### config.mk
export PLATFORM = sky130hd
export DESIGN_NAME = local_eject_port_flat
export DESIGN_NICKNAME = d
export VERILOG_FILES = /design/src/rtl/noc_pkg.sv /design/src/rtl/local_eject_port_if.sv /design/src/rtl/eject_fifo.sv /design/src/rtl/local_eject_port.sv /design/src/flat_wrapper.sv
export SDC_FILE = /design/constraint.sdc
export NUM_CORES = 1
export LEC_CHECK = 0
export CORE_MARGIN = 1
export CORE_UTILIZATION = 25
export DETAILED_ROUTE_END_ITERATION = 8
export GPL_ROUTABILITY_DRIVEN = 1
export PLACE_DENSITY_LB_ADDON = 0.3
export SLEW_MARGIN = 20
export SYNTH_ARGS = -nofsm -noshare
export SYNTH_HDL_FRONTEND = slang
export SYNTH_SLANG_ARGS = --single-unit
### constraint.sdc
create_clock -name clk -period 4 [get_ports clk]
set_input_delay 0.6 -clock clk [delete_from_list [all_inputs] [get_ports clk]]
set_output_delay 0.6 -clock clk [all_outputs]
set_load 0.03 [all_outputs]
### src/rtl/noc_pkg.sv
// ============================================================================
//  Module      : noc_pkg
//  Description : Shared defaults and the ejection-handshake state encoding for
//                the local ejection port.
//  Revision    : 1.0 - initial release
// ============================================================================
`default_nettype none

package noc_pkg;

   localparam int DATA_WIDTH_DEF = 32;  // packet width in bits
   localparam int DEPTH_DEF      = 4;   // ejection buffer entries

   // Collector handshake states
   typedef enum logic [1:0] {
      IDLE = 2'd0,
      REQ  = 2'd1,
      ACK  = 2'd2
   } eject_state_e;

endpackage : noc_pkg

`default_nettype wire

### src/rtl/local_eject_port_if.sv
// ============================================================================
//  Module      : local_eject_port_if
//  Description : Crossbar-side and collector-side handshake bundle of the
//                local ejection port.
//  Ports       : PacketIn/ReqUpStr/UpStrFull - crossbar write side
//                PacketOut/ReqDnStr/GntDnStr/DnStrFull - collector side
//  Modports    : slave  - the ejection port itself
//                master - the environment (crossbar + collector)
//  Revision    : 1.0 - initial release
// ============================================================================
`default_nettype none

interface local_eject_port_if
   import noc_pkg::*;
#(
   parameter int dataWidth = DATA_WIDTH_DEF
) ();

   logic [dataWidth-1:0] PacketIn;
   logic                 ReqUpStr;
   logic                 UpStrFull;
   logic [dataWidth-1:0] PacketOut;
   logic                 ReqDnStr;
   logic                 GntDnStr;
   logic                 DnStrFull;

   modport slave (
      input  PacketIn, ReqUpStr, GntDnStr, DnStrFull,
      output UpStrFull, PacketOut, ReqDnStr
   );

   modport master (
      output PacketIn, ReqUpStr, GntDnStr, DnStrFull,
      input  UpStrFull, PacketOut, ReqDnStr
   );

endinterface : local_eject_port_if

`default_nettype wire

### src/rtl/eject_fifo.sv
// ============================================================================
//  Module      : eject_fifo
//  Description : depth-entry packet FIFO with registered full flag and
//                occupancy count. Storage is not reset.
//  Ports       : clk, reset (sync, active-low)
//                push/din  - write request and data (ignored while full)
//                pop       - remove head entry (ignored while empty)
//                head      - current head entry
//                count     - occupancy, full (registered), empty
//  Revision    : 1.0 - initial release
// ============================================================================
`default_nettype none

module eject_fifo
   import noc_pkg::*;
#(
   parameter int dataWidth = DATA_WIDTH_DEF,
   parameter int depth     = DEPTH_DEF,
   localparam int AW       = $clog2(depth),
   localparam int CW       = $clog2(depth + 1)
) (
   input  logic                 clk,
   input  logic                 reset,
   input  logic                 push,
   input  logic                 pop,
   input  logic [dataWidth-1:0] din,
   output logic [dataWidth-1:0] head,
   output logic [CW-1:0]        count,
   output logic                 full,
   output logic                 empty
);

   logic [dataWidth-1:0] mem [depth];
   logic [AW-1:0]        wr_ptr_q, wr_ptr_d;
   logic [AW-1:0]        rd_ptr_q, rd_ptr_d;
   logic [CW-1:0]        count_q, count_d;
   logic                 full_q, full_d;
   logic                 push_ok, pop_ok;

   // Full gates the write, so a push+pop while full degenerates to a pop.
   // Pointers are AW bits wide and wrap naturally because depth is 2**AW.
   always_comb begin
      push_ok  = push && !full_q;
      pop_ok   = pop && (count_q != '0);
      wr_ptr_d = wr_ptr_q;
      rd_ptr_d = rd_ptr_q;
      count_d  = count_q;
      if (push_ok) wr_ptr_d = wr_ptr_q + AW'(1);
      if (pop_ok)  rd_ptr_d = rd_ptr_q + AW'(1);
      case ({push_ok, pop_ok})
         2'b10:   count_d = count_q + CW'(1);
         2'b01:   count_d = count_q - CW'(1);
         default: count_d = count_q;
      endcase
      full_d = (count_d == CW'(depth));
   end

   always_ff @(posedge clk) begin
      if (!reset) begin
         wr_ptr_q <= '0;
         rd_ptr_q <= '0;
         count_q  <= '0;
         full_q   <= 1'b0;
      end else begin
         wr_ptr_q <= wr_ptr_d;
         rd_ptr_q <= rd_ptr_d;
         count_q  <= count_d;
         full_q   <= full_d;
      end
   end

   // A write landing during reset is harmless: the pointers are cleared, so
   // the entry is never presented.
   always_ff @(posedge clk) begin
      if (push_ok) mem[wr_ptr_q] <= din;
   end

   assign head  = mem[rd_ptr_q];
   assign count = count_q;
   assign full  = full_q;
   assign empty = (count_q == '0);

endmodule : eject_fifo

`default_nettype wire

### src/rtl/local_eject_port.sv
// ============================================================================
//  Module      : local_eject_port
//  Description : Router local ejection port. Buffers packets from the crossbar
//                local output and hands them to the collector with a
//                REQ / grant-pulse / ACK handshake (one packet per 3 cycles).
//  Ports       : clk, reset (sync, active-low)
//                bus (local_eject_port_if.slave) - crossbar and collector
//                EjectCount, StallCount, DropCount - only with EJECT_STATS_EN
//  Config      : EJECT_STATS_EN - adds saturating eject/stall/drop counters
//  Revision    : 1.0 - initial release
// ============================================================================
`default_nettype none

module local_eject_port
   import noc_pkg::*;
#(
   parameter int         dataWidth = DATA_WIDTH_DEF,
   parameter int         depth     = DEPTH_DEF,
   parameter logic [5:0] routerID  = 6'b000_000
) (
   input  logic         clk,
   input  logic         reset,
   local_eject_port_if.slave bus
`ifdef EJECT_STATS_EN
   ,
   output logic [31:0]  EjectCount,
   output logic [31:0]  StallCount,
   output logic [15:0]  DropCount
`endif
);

   localparam int CW = $clog2(depth + 1);

   if ((depth < 2) || ((depth & (depth - 1)) != 0) || ($bits(routerID) != 6))
   begin : g_param_check
      $error("local_eject_port: depth must be a power of two >= 2");
   end

   eject_state_e         state_q, state_d;
   logic                 req_q, req_d;
   logic                 pop;
   logic                 has_data;
   logic [dataWidth-1:0] fifo_head;
   logic [CW-1:0]        fifo_count;
   logic                 fifo_full;
   logic                 fifo_empty;

   eject_fifo #(
      .dataWidth (dataWidth),
      .depth     (depth)
   ) u_fifo (
      .clk   (clk),
      .reset (reset),
      .push  (bus.ReqUpStr),
      .pop   (pop),
      .din   (bus.PacketIn),
      .head  (fifo_head),
      .count (fifo_count),
      .full  (fifo_full),
      .empty (fifo_empty)
   );

   // The grant is honoured only in REQ; in IDLE/ACK it is ignored.
   // DnStrFull only blocks entry into REQ, never withdraws a pending request.
   always_comb begin
      has_data = (fifo_count != '0);
      pop      = (state_q == REQ) && bus.GntDnStr && !fifo_empty;
      state_d  = state_q;
      case (state_q)
         IDLE:    if (has_data && !bus.DnStrFull) state_d = REQ;
         REQ:     if (bus.GntDnStr) state_d = ACK;
         ACK:     state_d = (has_data && !bus.DnStrFull) ? REQ : IDLE;
         default: state_d = IDLE;
      endcase
      req_d = (state_d == REQ);
   end

   always_ff @(posedge clk) begin
      if (!reset) begin
         state_q <= IDLE;
         req_q   <= 1'b0;
      end else begin
         state_q <= state_d;
         req_q   <= req_d;
      end
   end

   assign bus.UpStrFull = fifo_full;
   assign bus.PacketOut = fifo_head;
   assign bus.ReqDnStr  = req_q;

`ifdef EJECT_STATS_EN
   logic [31:0] eject_q, eject_d;
   logic [31:0] stall_q, stall_d;
   logic [15:0] drop_q,  drop_d;

   // All counters saturate at all-ones.
   always_comb begin
      eject_d = eject_q;
      stall_d = stall_q;
      drop_d  = drop_q;
      if (pop && (eject_q != '1)) eject_d = eject_q + 32'd1;
      if ((state_q == REQ) && !bus.GntDnStr && (stall_q != '1)) stall_d = stall_q + 32'd1;
      if (bus.ReqUpStr && fifo_full && (drop_q != '1)) drop_d = drop_q + 16'd1;
   end

   always_ff @(posedge clk) begin
      if (!reset) begin
         eject_q <= '0;
         stall_q <= '0;
         drop_q  <= '0;
      end else begin
         eject_q <= eject_d;
         stall_q <= stall_d;
         drop_q  <= drop_d;
      end
   end

   assign EjectCount = eject_q;
   assign StallCount = stall_q;
   assign DropCount  = drop_q;
`endif

endmodule : local_eject_port

`default_nettype wire

### src/flat_wrapper.sv
// flat-port wrapper written by rule: the top's interface ports become plain ports
module local_eject_port_flat import noc_pkg::*;
#(
   parameter int         dataWidth = DATA_WIDTH_DEF,
   parameter int         depth     = DEPTH_DEF,
   parameter logic [5:0] routerID  = 6'b000_000
)
  (clk, reset, bus_PacketIn, bus_ReqUpStr, bus_GntDnStr, bus_DnStrFull, bus_UpStrFull, bus_PacketOut, bus_ReqDnStr);
  local_eject_port_if #(.dataWidth(dataWidth)) bus_i ();
  input  logic clk;
  input  logic reset;
  input wire logic [$bits(bus_i.PacketIn)-1:0] bus_PacketIn;
  input wire logic [$bits(bus_i.ReqUpStr)-1:0] bus_ReqUpStr;
  input wire logic [$bits(bus_i.GntDnStr)-1:0] bus_GntDnStr;
  input wire logic [$bits(bus_i.DnStrFull)-1:0] bus_DnStrFull;
  output wire logic [$bits(bus_i.UpStrFull)-1:0] bus_UpStrFull;
  output wire logic [$bits(bus_i.PacketOut)-1:0] bus_PacketOut;
  output wire logic [$bits(bus_i.ReqDnStr)-1:0] bus_ReqDnStr;
  assign bus_i.PacketIn = bus_PacketIn;
  assign bus_i.ReqUpStr = bus_ReqUpStr;
  assign bus_i.GntDnStr = bus_GntDnStr;
  assign bus_i.DnStrFull = bus_DnStrFull;
  assign bus_UpStrFull = bus_i.UpStrFull;
  assign bus_PacketOut = bus_i.PacketOut;
  assign bus_ReqDnStr = bus_i.ReqDnStr;
  local_eject_port #(.dataWidth(dataWidth), .depth(depth), .routerID(routerID)) u_core (.clk(clk), .reset(reset), .bus(bus_i));
endmodule
==> out/results.ini <==
[clock_tree]
numCtsBuffers = 17
clkLatencyLatePin_ps = 410
clkSinkCount = 141
cts_tree = built
cts_max_level = 4
clk_pin_slew_ps = 60
cts.root.buffer_cell = clkbuf_16
clk_path_buf_depth = 2
ctsResizeCount = 0
cts_hold_buf = 0
postCtsSetupRepairBufs = 0

[worst_setup_path]
cp_cell_sequence = buf_4, mux4_1, clkdlybuf4s50_1
worst_ep_arrival_time_ps = 2700
crit_required_ps = 3400
worst-r2r-cell-count = 8
worst_path_largest_cell_delay_ps = 660
endpoint = bus_PacketOut[3]
crit_path_max_fanout = 24
criticalPathCategory = flip-flop to output pin
worst_path_max_delay_cell = mux4_1
regToRegStartpoint = u_core.u_fifo.count[0]$_SDFF_PN0_
r2r_end = u_core.u_fifo.full$_SDFF_PN0_
crit_path_start_kind = flip-flop
rrSetupSlack_ps = 1650
worstSetupEndpointType = output pin

[run_status]
status = completed

[synthesis]
synthXorXnorAreaFrac_pct = 0.490
synth.top_cells.by_area = edfxtp_1 72%, mux4_1 12%, dfxtp_1 4.9%, mux4_2 2.9%, ha_1 1.2%
ys_ff_latch = 141
synth_fa_ha_area_share_pct = 1.54
synth_area_leader_cell = edfxtp_1
synth_top_area_share_pct = 71.7
synth_nets = 274
post_synth_and_or_nand_nor_area_fraction_pct = 2.68
yosysWarnings = 0
synthDistinctLibCells = 29
synthMuxAreaShare_pct = 15.9
avgSynthCellArea_sq_um = 23.2
ys_seq_area_share_pct = 76.6
synth_top_family_by_area = multiplexers
synth-compound-area-share_pct = 0.887
synth_cells = 231
syn_area_sq_um = 5360

[global_routing]
grt_pass1_wl_um = 15300
overflow = 0
grt_max_degree = 33
grt_use_total_pct = 9.76
antenna_found_initial = 0
grt_pass1_vias = 2698

[placed_design]
port_buffers = 70
gp_congestion = 0.639
place_hpwl_um = 6180

[timing]
hold_viol_final = 0
rsz0062_at_grt = false
period_share_pct = 82.6
fin_setup_tns_ps = 0
finalClockSkew_ps = 5.43
whs_ps = 485
timing.fmax_mhz = 303
relSlewSlack_pct = 33.1
period_minus_slack_ps = 3300
worstMarginPinSlew_ps = 1000
drv_slew = 0
setup_viol = 0

[cells_and_area]
multi_input_area_sq_um = 1160
syn_to_final_growth_pct = 29.3
diodes = 0
most-common-layout-cells = 128 x edfxtp_1, 70 x clkdlybuf4s50_1, 25 x mux4_1
sequential_cell_area_sq_um = 4110
drive_gt1_share_pct = 14.9
finalNetCount = 359
fillCellCount = 1977
layout_commonest_cell = edfxtp_1

[drt]
wl_per_cell_um = 16.7
routed_wl_um = 10100
firstDrtPassIters = 4
viasPerCell = 4.13
vias = 2488
drt_iter0_drc = 104
ant_nets = 0
remaining_drc_errors = 0

[pwr]
p_leak_uw = 0.00225
worst_ir_drop_vdd_mv = 0.274
p_per_area_nw_per_um2 = 509

[floorplanning]
dieHeight_um = 148
io_pins = 71
die_w_um = 148
placementRows = 53
die_area_sq_um = 22000
start_util_pct = 25.5
core-area_sq_um = 21000

[run]
maxCapViolCount = 0

[min_path]
hold_class = flip-flop to flip-flop

## worst min-delay path by stage
stage                                                 from                      endpoint  slack, ps  cells past startpoint
floorplan           u_core.u_fifo.rd_ptr_q[1]$_SDFFE_PN0P_                     flip-flop        450                      2
global route                  u_core.state_q[1]$_SDFF_PN0_  u_core.state_q[1]$_SDFF_PN0_        540                      1
detailed placement  u_core.u_fifo.rd_ptr_q[1]$_SDFFE_PN0P_                     flip-flop        480                      2
global placement    u_core.u_fifo.rd_ptr_q[1]$_SDFFE_PN0P_                     flip-flop        450                      2
finish              u_core.u_fifo.rd_ptr_q[1]$_SDFFE_PN0P_                     flip-flop        490                      2
CTS                 u_core.u_fifo.rd_ptr_q[1]$_SDFFE_PN0P_                     flip-flop        490                      2
## power by group
part	switching [uW]	internal [uW]
Sequential	20.8	1690
Combinational	189	154
Clock	569	905
Total	779	2750
## registers in the layout, indices dropped and copies added, names as in the netlist, named ones only
name,flops
u_core.u_fifo.mem,128
u_core.u_fifo.count,3
u_core.state_q,2
u_core.u_fifo.rd_ptr_q,2
u_core.u_fifo.wr_ptr_q,2
u_core.bus.ReqDnStr,1
u_core.u_fifo.full,1
## per-layer routing
metal | routed length (um) | share of wire [%] | global-route usage, %
met1 | 4420 | 44 | 11.3
met2 | 5080 | 50 | 16.3
met3 | 428 | 4.3 | 3.68
met4 | 137 | 1.4 | 3.71
met5 | 0 | 0 | 0
## final cells by class
type | instances | area share (%)
flip-flops and latches | 141 | 59.3
multi-input cells | 74 | 16.7
repair buffers | 75 | 10.7
clock buffers | 18 | 6.19
well taps | 275 | 4.97
clock inverters | 13 | 1.81
inverters | 7 | 0.379
## critical path: cells and delay by family (launching register included)
| family | cells | cell delay [ps] |
|---|---|---|
| buffers and inverters | 2 | 1100 |
| multiplexers | 1 | 660 |
| flip-flops | 1 | 510 |
## cells by family after synthesis
group                      Yosys count
DFF                                141
adders and majority gates            6
muxes                               36
xor gates and xnor gates             3
and+or+nand+nor                     22
AOI/OAI and AO/OA                    7
buffers and inverters               16
## cell usage after synthesis (all sizes together)
cell	number
o21ai	1
a21oi	2
nand2b	2
edfxtp	128
mux2i	4
or4b	1
fa	1
buf	8
clkbuf	1
mux4	32
xnor2	2
o211ai	1
xor2	1
a31oi	1
inv	7
and3b	1
nor4b	1
ha	5
nor2b	2
o21a	2
and2	6
dfxtp	13
nor3	3
nor3b	2
nand2	4
## stage by stage
step | cell area, sq um | setup WS [ps] | util, % | power [uW] | std cells
finish | 6930 | 696 | 33.0 | 3530 | 603
global route | 6930 | 556 | 33.0 | 3650 | 603
CTS | 6930 | 647 | 33.0 | 3580 | 603
detailed placement | 6370 | 1020 | 30.3 | 2090 | 572
global placement | 6370 | 1080 | 30.3 | 2080 | 572
floorplan | 5360 | 1650 | - | 1930 | 231
Power figures use the tool's default switching activity.
